===== src/rtl/matmul_pkg.sv =====
// Shared definitions for the matrix-multiply operand sequencer.
//   - state_t       : sequencer state encoding (LOAD, CLEAR, FEED, DRAIN, DONE)
//   - MATMUL_*      : default matrix dimension, operand width, lane width, drain length
//   - BYTES_PER_JOB : operand bytes per job (A then B, both N*N, row-major)
//   - clog2_min1    : $clog2 that never returns a zero width
package matmul_pkg;

  localparam int MATMUL_N            = 4;
  localparam int MATMUL_DATA_W       = 8;
  localparam int MATMUL_LANE_W       = 32;
  localparam int MATMUL_DRAIN_CYCLES = 4;
  localparam int BYTES_PER_JOB       = 2 * MATMUL_N * MATMUL_N;

  typedef enum logic [2:0] {
    ST_LOAD  = 3'd0,
    ST_CLEAR = 3'd1,
    ST_FEED  = 3'd2,
    ST_DRAIN = 3'd3,
    ST_DONE  = 3'd4
  } state_t;

  function automatic int clog2_min1(input int value);
    return (value <= 2) ? 1 : $clog2(value);
  endfunction

endpackage


===== src/rtl/matmul_skew_feed.sv =====
// Combinational skew selector for a systolic array feed.
//   a_flat  : A operands, row-major, element (r,c) at [(r*N+c)*DATA_W +: DATA_W]
//   b_flat  : B operands, row-major, same layout
//   t       : feed step (0 .. 2N-2)
//   a_lanes : lane i = A[i][t-i] zero-extended, or 0 when t-i is outside 0..N-1
//   b_lanes : lane j = B[t-j][j] zero-extended, or 0 when t-j is outside 0..N-1
module matmul_skew_feed
  import matmul_pkg::*;
#(
  parameter int N      = MATMUL_N,
  parameter int DATA_W = MATMUL_DATA_W,
  parameter int LANE_W = MATMUL_LANE_W,
  parameter int T_W    = 3
) (
  input  logic [N*N*DATA_W-1:0] a_flat,
  input  logic [N*N*DATA_W-1:0] b_flat,
  input  logic [T_W-1:0]        t,
  output logic [N*LANE_W-1:0]   a_lanes,
  output logic [N*LANE_W-1:0]   b_lanes
);

  // Lane i of A and lane i of B share the same diagonal offset t-i, so a
  // single range test gates both selections.
  always_comb begin
    a_lanes = '0;
    b_lanes = '0;
    for (int i = 0; i < N; i++) begin
      if ((int'(t) >= i) && ((int'(t) - i) < N)) begin
        a_lanes[i*LANE_W +: LANE_W] =
          LANE_W'(a_flat[(i*N + int'(t) - i)*DATA_W +: DATA_W]);
        b_lanes[i*LANE_W +: LANE_W] =
          LANE_W'(b_flat[((int'(t) - i)*N + i)*DATA_W +: DATA_W]);
      end
    end
  end

endmodule


===== src/rtl/matmul_sequencer.sv =====
// Operand loader and skewed feed sequencer for an N x N systolic multiplier.
// Collects 2*N*N operand bytes (A then B, row-major), pulses o_clear, streams
// skewed A/B lanes for 2N-1 cycles, waits DRAIN_CYCLES, then pulses o_done.
//   i_clk, i_reset_n : clock, asynchronous active-low reset
//   i_data, i_data_valid : operand byte and its single-cycle strobe
//   o_a, o_b         : registered skewed lanes (LANE_W each, lane i at [LANE_W*i +: LANE_W])
//   o_clear          : one-cycle accumulator clear before feeding
//   o_feed           : high while o_a/o_b carry valid operands
//   o_done           : one-cycle pulse, array results stable
//   o_busy           : high in every state except LOAD
//   o_load_count     : bytes stored so far in the current job
//   o_overrun        : sticky, a byte arrived outside LOAD (cleared only by reset)
module matmul_sequencer
  import matmul_pkg::*;
#(
  parameter int N            = MATMUL_N,
  parameter int DATA_W       = MATMUL_DATA_W,
  parameter int LANE_W       = MATMUL_LANE_W,
  parameter int DRAIN_CYCLES = MATMUL_DRAIN_CYCLES
) (
  input  logic                         i_clk,
  input  logic                         i_reset_n,
  input  logic [DATA_W-1:0]            i_data,
  input  logic                         i_data_valid,
  output logic [N*LANE_W-1:0]          o_a,
  output logic [N*LANE_W-1:0]          o_b,
  output logic                         o_clear,
  output logic                         o_feed,
  output logic                         o_done,
  output logic                         o_busy,
  output logic [$clog2(2*N*N):0]       o_load_count,
  output logic                         o_overrun
);

  localparam int BYTES  = 2 * N * N;
  localparam int CNT_W  = $clog2(BYTES) + 1;
  localparam int ADDR_W = clog2_min1(BYTES);
  localparam int T_W    = clog2_min1(2 * N);
  localparam int DC_W   = clog2_min1(DRAIN_CYCLES);

  localparam logic [CNT_W-1:0] LAST_BYTE   = CNT_W'(BYTES - 1);
  localparam logic [T_W-1:0]   LAST_T      = T_W'(2 * N - 2);
  localparam logic [DC_W-1:0]  LAST_DRAIN  = DC_W'(DRAIN_CYCLES - 1);

  state_t              state;
  logic [CNT_W-1:0]    load_count;
  logic [T_W-1:0]      t;
  logic [DC_W-1:0]     drain_cnt;

  logic [DATA_W-1:0]     store [BYTES];
  logic [N*N*DATA_W-1:0] a_flat;
  logic [N*N*DATA_W-1:0] b_flat;
  logic [T_W-1:0]        t_sel_p0;
  logic [N*LANE_W-1:0]   a_lanes_p0;
  logic [N*LANE_W-1:0]   b_lanes_p0;
  logic                  accept;

  assign accept       = (state == ST_LOAD) && i_data_valid;
  assign o_load_count = load_count;

  // Operand store: written only by accepted LOAD bytes, never reset.
  always_ff @(posedge i_clk) begin
    if (accept) begin
      store[load_count[ADDR_W-1:0]] <= i_data;
    end
  end

  always_comb begin
    a_flat = '0;
    b_flat = '0;
    for (int k = 0; k < N*N; k++) begin
      a_flat[k*DATA_W +: DATA_W] = store[k];
      b_flat[k*DATA_W +: DATA_W] = store[N*N + k];
    end
  end

  // ---- stage p0: lane selection for the step the registers load next ----
  // Leaving CLEAR loads step 0; inside FEED the registers load step t+1.
  assign t_sel_p0 = (state == ST_FEED) ? (t + T_W'(1)) : '0;

  matmul_skew_feed #(
    .N      (N),
    .DATA_W (DATA_W),
    .LANE_W (LANE_W),
    .T_W    (T_W)
  ) u_skew (
    .a_flat  (a_flat),
    .b_flat  (b_flat),
    .t       (t_sel_p0),
    .a_lanes (a_lanes_p0),
    .b_lanes (b_lanes_p0)
  );

  // ---- stage p1: sequencer state and registered outputs ----
  always_ff @(posedge i_clk or negedge i_reset_n) begin
    if (!i_reset_n) begin
      state      <= ST_LOAD;
      load_count <= '0;
      t          <= '0;
      drain_cnt  <= '0;
      o_a        <= '0;
      o_b        <= '0;
      o_clear    <= 1'b0;
      o_feed     <= 1'b0;
      o_done     <= 1'b0;
      o_busy     <= 1'b0;
      o_overrun  <= 1'b0;
    end else begin
      o_clear <= 1'b0;
      o_done  <= 1'b0;

      if (i_data_valid && (state != ST_LOAD)) begin
        o_overrun <= 1'b1;
      end

      case (state)
        ST_LOAD: begin
          if (i_data_valid) begin
            load_count <= load_count + CNT_W'(1);
            if (load_count == LAST_BYTE) begin
              state   <= ST_CLEAR;
              o_clear <= 1'b1;
              o_busy  <= 1'b1;
            end
          end
        end

        ST_CLEAR: begin
          state  <= ST_FEED;
          t      <= '0;
          o_feed <= 1'b1;
          o_a    <= a_lanes_p0;
          o_b    <= b_lanes_p0;
        end

        ST_FEED: begin
          if (t == LAST_T) begin
            o_feed    <= 1'b0;
            o_a       <= '0;
            o_b       <= '0;
            drain_cnt <= '0;
            if (DRAIN_CYCLES == 0) begin
              state  <= ST_DONE;
              o_done <= 1'b1;
            end else begin
              state <= ST_DRAIN;
            end
          end else begin
            t   <= t + T_W'(1);
            o_a <= a_lanes_p0;
            o_b <= b_lanes_p0;
          end
        end

        ST_DRAIN: begin
          if (drain_cnt == LAST_DRAIN) begin
            state  <= ST_DONE;
            o_done <= 1'b1;
          end else begin
            drain_cnt <= drain_cnt + DC_W'(1);
          end
        end

        ST_DONE: begin
          state      <= ST_LOAD;
          load_count <= '0;
          o_busy     <= 1'b0;
        end

        default: begin
          state      <= ST_LOAD;
          load_count <= '0;
          o_feed     <= 1'b0;
          o_a        <= '0;
          o_b        <= '0;
          o_busy     <= 1'b0;
        end
      endcase
    end
  end

endmodule


===== config.mk =====
export PLATFORM = sky130hd
export DESIGN_NAME = matmul_sequencer
export DESIGN_NICKNAME = d
export VERILOG_FILES = /design/src/rtl/matmul_pkg.sv /design/src/rtl/matmul_skew_feed.sv /design/src/rtl/matmul_sequencer.sv
export SDC_FILE = /design/constraint.sdc
export NUM_CORES = 1
export LEC_CHECK = 0
export CORE_AREA = 2 2 179 216
export DETAILED_ROUTE_END_ITERATION = 10
export DIE_AREA = 0 0 181 218
export PLACE_DENSITY_LB_ADDON = 0.25
export SYNTH_ARGS = -nofsm -noshare
export SYNTH_HDL_FRONTEND = slang
export SYNTH_SLANG_ARGS = --single-unit
export TNS_END_PERCENT = 20

===== constraint.sdc =====
create_clock -name i_clk -period 5 [get_ports i_clk]
set_clock_uncertainty 0.2 [all_clocks]
set_input_delay 1 -clock i_clk [delete_from_list [all_inputs] [get_ports i_clk]]
set_output_delay 1 -clock i_clk [all_outputs]
set_load 0.005 [all_outputs]

* Word level (Yosys, flattened, before mapping)
Memory sizes are Yosys's and may differ from the RTL's.
Index checks and enable logic that the tools add are counted.
** Operators by class
- Add/sub/neg operators :: 15
- Magnitude comparators :: 7
- Equal/unequal tests :: 13
- Shifts and indexed selects :: 8
- Mux-type cells :: 37
- Bitwise logic cells :: 2
- Reductions and logical operators :: 17
** Operator list (count)
- one-hot mux 128 bit (3 select lines) :: 2
- indexed part select 128 x 32 -> 8 bit :: 6
- two-way mux 128 bit :: 2
- indexed part select 128 x 7 -> 8 bit :: 1
- indexed part select 128 x 9 -> 8 bit :: 1
- two-way mux 8 bit :: 8
- subtractor 29 x 3 -> 29 bit, second input constant :: 2
- subtractor 29 x 2 -> 29 bit, second input constant :: 1
- two-way mux 3 bit :: 6
- adder 6 x 3 -> 7 bit, second input constant :: 2
- < comparator 4 bit, second input constant :: 3
- one-hot mux 3 bit (4 select lines) :: 1
- one-hot mux 6 bit (2 select lines) :: 1
- adder 4 x 3 -> 5 bit, first input constant :: 2
- two-way mux 1 bit :: 10
- inequality test 2 bit, second input constant :: 4
- subtractor 3 x 2 -> 4 bit, second input constant :: 2
- adder 6 x 2 -> 7 bit, second input constant :: 1
- adder 6 x 1 -> 6 bit, second input constant :: 1
- == test 3 x 2 -> 1 bit, second input constant :: 2
- == test 3 bit, second input constant :: 2
- == test 6 x 5 -> 1 bit, second input constant :: 1
- >= comparator 3 x 2 -> 1 bit, second input constant :: 2
- two-way mux 6 bit :: 1
- 23 further kinds :: 35
** Storage, ports and cells
- Register bits after elaboration :: 275
- RAM bits :: 256
- Bits of input ports :: 11
- Output and inout port bits :: 267
- Word-level logic and storage cells :: 111
- Memories :: 1
** Memories
- store :: words 32, bits a word 8, read ports 32, clocked after memory_dff 0, wr ports 1, RTL line matmul_sequencer.sv:50 : logic [DATA_W-1:0] store [BYTES];

* Logic depth before layout (Yosys ltp)
- Word-level depth :: 8
- Depth in mapped cells :: 17
- Gate-level depth less buffers :: 11

* Hierarchy
A second synthesis with hierarchy kept.
** Second synthesis, totals
- Cells, all modules :: 1505
- Area, all modules :: 23452.5 µm²
** Modules (own cells, without submodules)
- matmul_sequencer :: times used 1, cells each 1004, area each 18333.8 µm², sequential area each 14569.0 µm²
- matmul_skew_feed :: times used 1, cells each 501, area each 5118.7 µm², sequential area each 0.0 µm²

* Worst setup path before layout
No wires, ideal clock.
- Kind :: reg2reg
- From :: register t[0]
- To :: register o_a[100]
- Arrival :: 4.210 ns
- Data required time :: 4.732 ns
- Setup slack :: 0.522 ns
- Cell stages (with the launch flop) :: 16
- Buffers on the path :: 5
- Cell sequence :: dfrtp_1 -> clkbuf_1 -> inv_1 -> ha_1 -> nor4b_1 -> clkbuf_1 -> clkbuf_1 -> ha_1 -> inv_1 -> ha_1 -> clkbuf_1 -> a211oi_1 -> or4_1 -> clkbuf_1 -> nor3_1 -> a221o_1
** Between the ends
- Longest elaborated chain between the ends :: 8
- Elaborated cells on any way between the ends :: 13
- Those cells by class :: 4 x add/sub; 2 x order compare; 1 x eq/ne; 1 x shift; 4 x mux; 1 x reduce/logical
** RTL lines
- start, declared :: RTL line matmul_sequencer.sv:47 : logic [T_W-1:0] t;
- start signal, assigned :: RTL line matmul_sequencer.sv:149 : t <= t + T_W'(1);
- adder 3 x 1 -> 3 bit (*) :: RTL line matmul_sequencer.sv:79 : assign t_sel_p0 = (state == ST_FEED) ? (t + T_W'(1)) : '0;
- two-way mux 3 bit (*) :: RTL line matmul_sequencer.sv:79
- net t_sel_p0[1] :: RTL line matmul_sequencer.sv:53 : logic [T_W-1:0] t_sel_p0;
- adder 4 x 3 -> 5 bit or subtractor 3 x 2 -> 4 bit (tied branches) :: RTL line matmul_skew_feed.sv:30, matmul_skew_feed.sv:28
- subtractor 29 x 3 -> 29 bit or < comparator 4 bit (tied branches) :: RTL line matmul_skew_feed.sv:30, matmul_skew_feed.sv:28
- indexed part select 128 x 32 -> 8 bit or logical AND 1 bit (tied branches) :: RTL line matmul_skew_feed.sv:30, matmul_skew_feed.sv:28
- two-way mux 8 bit (*) :: RTL line matmul_skew_feed.sv:28 : if ((int'(t) >= i) && ((int'(t) - i) < N)) begin
- two-way mux 128 bit :: RTL line matmul_sequencer.sv:137 : if (t == LAST_T) begin
- one-hot mux 128 bit (3 select lines) (*) :: RTL line matmul_sequencer.sv:116 : case (state)
- end signal, assigned :: RTL line matmul_sequencer.sv:132 : o_a <= a_lanes_p0;
- end signal, assigned :: RTL line matmul_sequencer.sv:150 : o_a <= a_lanes_p0;
- end, declared :: RTL line matmul_sequencer.sv:25 : output logic [N*LANE_W-1:0] o_a,
Mark *: on every way through the listed nets, which the timed path passes. The rest lies on a longest branch.
A chain may end at the register's enable or synchronous reset.

* Final worst setup path
- From :: register t[0]
- To :: register o_a[69]
** Between the ends
- Longest elaborated chain between the ends :: 8
- Elaborated cells on any way between the ends :: 13
- Those cells by class :: 4 x add/sub; 2 x order compare; 1 x eq/ne; 1 x shift; 4 x mux; 1 x reduce/logical
** RTL lines (RTL line)
- adder 3 x 1 -> 3 bit :: matmul_sequencer.sv:79
- two-way mux 3 bit :: matmul_sequencer.sv:79
- adder 4 x 3 -> 5 bit or subtractor 3 x 2 -> 4 bit (tied branches) :: matmul_skew_feed.sv:30, matmul_skew_feed.sv:28
- subtractor 29 x 3 -> 29 bit or < comparator 4 bit (tied branches) :: matmul_skew_feed.sv:30, matmul_skew_feed.sv:28
- indexed part select 128 x 32 -> 8 bit or logical AND 1 bit (tied branches) :: matmul_skew_feed.sv:30, matmul_skew_feed.sv:28
- two-way mux 8 bit :: matmul_skew_feed.sv:28
- two-way mux 128 bit :: matmul_sequencer.sv:137
- one-hot mux 128 bit (3 select lines) (*) :: matmul_sequencer.sv:116
Every way passes the cells marked *; elsewhere a longest branch is shown, timed or not.

==> impl_results.md <==
* Status: complete, no violations
* Initial antenna violation count at 0
* WP data arrival at ~4.2 ns
* Syn_area_per_cell at between 10 and 15 µm²
* Post-synthesis cell type count at 63
* Critical path peak fanout at 24
* Area Growth Syn to Fin at 9.64%
* GRT Util Overall at roughly 22%
* Postcts setup bufs at 0
* FMAX at between 200 and 250 MHz
* # hold bufs at CTS at 0
* Critical path class: reg2reg
* WL/cell at around 24 µm
* # resized after CTS at 0
* Reg2reg start: t[0]
* RSZ-0062 raised after global routing: no
* Hold Path Class: in2async
* Hpwl dp at just over 30,000 µm
* Ant. Diodes at 0
* Worst VDD drop at about 0.0005 V
* Num rows at 78
* Max Cap Viol at 0
* Setup crit start: t[0]
* Startpoint types: flip-flop
* Gpl congestion at about 0.92
* CTS Buf Count at 35
* Slew HR at a little under a third
* Die width at 181 µm
* Grt ovf at 0
* Core area at 37,500 µm²
* Clock tree root buffer cell: clkbuf_16
* Boundary Pins at around 280
* IO Port Bufs at 85
* Register area share after synthesis at 58.9%
* Drt via density at about 5.7
* Final wirelength at 44,500 µm
* CTS tree: done
* CP Capture Type: flip-flop
* Worst Path Required at roughly 5.2 ns
* Leak at 6.80 nW
* Largest net degree at the start of global routing at 78
* Synthesized instance count at roughly 1,300
* Minimum clock period at approximately 4.0 ns
* Final hold violations at 0
* First-pass GRT wire length at 65,300 µm
* Nets at approximately 1,400
* ANT nets after route at 0
* Layout cells sized above 1 at between 10% and 20%
* Full die area at just under 40,000 µm²
* Yosys warnings at 0
* EDFF count, synth at approximately 260
* Synth Flop Type: edfxtp_1
* Initial drt markers at about 990
* CTS clk-pin slew, worst paths at about 0.060 ns
* Htree depth at 2
* Height of the chip at ~220 µm
* Iteration count of the initial detailed-routing pass at 8
* Core Util, Final at 48.5%
* Syn Std Cell Area at about 17,000 µm²
* Async set-reset flop share out of synthesis at around a quarter
* Final period util at between 80% and 90%
* # clock sinks at ~340
* Number of synthesized register bits at 339
* Number of global-route vias before repair at just under 10,000
* Initial core utilization at around 44%
* Setup TNS at 0 ns
* PD cells at 726 nW/µm²
* Final setup violation count at 0
* Worst Tran Pin Value at about 1.0 ns
* # DRC at 0
* Clk buf depth at 3
* Clk_lat worst skew at between 0.5 and 0.6 ns
* Count of final max-slew check failures at 0
* Via count at roughly 10,000
[synth_stat cells (all sizes together) (15+ instances only)]
cell type | number | area [µm²]
a21oi | 35 | 175
a22o | 34 | 298
edfxtp | 256 | 7690
mux4 | 48 | 1100
o22ai | 28 | 175
clkbuf | 45 | 170
dfrtp | 83 | 2080
nand2 | 145 | 544
inv | 15 | 68.8
nor2 | 54 | 203
or3 | 20 | 125
buf | 218 | 1670
a31oi | 26 | 163
nor3 | 30 | 150
o31ai | 16 | 120
mux2i | 46 | 460
ha | 18 | 225
nand3 | 18 | 90.1
[cell type report]
class	count	area [µm²]
multi-input cells	839	5630
flip-flops and latches	339	9760
repair buffers	103	953
well taps	480	601
clock inverters	15	169
fillers	3275	19300
inverters	16	72.6
clock buffers	48	986
[flip-flops by register name (all words and copies together), names as in the netlist, 2 cells and up]
name and cells:
drain_cnt 2, o_a 32, o_b 32, o_load_count 6, state 3, store 256
t 3
[power breakdown]
group / switching [mW] / total [mW] / internal (mW)
clock network: 1.10 / 2.64 / 1.55
logic: 4.31 / 7.00 / 2.69
registers: 0.234 / 3.54 / 3.31
[per-layer routing]
layer  vias to the layer above  GRT usage [%]  wire length, µm
met5                         -              0                0
met4                         0           12.1             2480
met3                       134           3.07             2930
met2                       559           37.8            21800
met1                      5219           28.3            17400
li1                       4503              -                -
[per-stage QoR]
stage,power (mW),cells,setup slack (ns),instance area [µm²],hold slack (ns)
final,13.2,1840,0.980,18200,0.275
after CTS,13.2,1840,1.05,18200,0.279
after global routing,13.8,1840,0.788,18200,0.313
after floorplan,8.48,1457,0.522,17300,0.259
after global placement,10.5,1777,0.933,17000,0.271
after detailed placement,10.5,1777,0.870,17000,0.264
[cells in the final DEF, fill, tap and decap left out, types with 13 or more instances in the layout]
cell and instances:
inv_1 13, a22o_1 34, nand2_1 145, ha_1 17, o22ai_1 28, conb_1 192, nor2_1 54, mux4_2 41
nor3_1 30, a21oi_1 35, o31ai_1 16, edfxtp_1 256, or3_1 20, a31oi_1 26, dfrtp_1 83, clkdlybuf4s50_1 78
clkbuf_16 36, nand3_1 18, mux2i_1 46, buf_4 19
[path summary, 6_finish.rpt]
| path | cells after the start | to | slack, ns |
|---|---|---|---|
| worst max-delay path | 10 | o_a[69] | 0.98 |
| worst max register to register | 10 | o_a[69] | 0.98 |
| max in group asynchronous | 2 | o_a[70] | 3.30 |
| worst min-delay path | 1 | o_b[102] | 0.27 |
| worst min register to register | 1 | o_overrun | 0.27 |
| min in group i_clk | 1 | o_overrun | 0.28 |
[cells by family after synthesis]
kind of cell,Yosys count,synth area share (%)
simple gates,316,8.74
xor+xnor,8,0.423
compound gates,209,9.44
flops,339,58.9
mux,96,9.58
other cells,1,0.0226
buf+inv,279,11.5
fa+ha+maj,18,1.36
[worst max-delay path, stage by stage (launching register included)]
cell and delay, ns:
dfrtp_1 0.35, buf_4 0.29, ha_1 0.29, xor2_1 0.28, nand2_1 0.38, ha_1 0.60
inv_1 0.58, o22ai_1 0.20, a21oi_1 0.21, a21oi_1 0.15, o41ai_1 0.36
No activity file was read; power rests on OpenSTA's default activity.
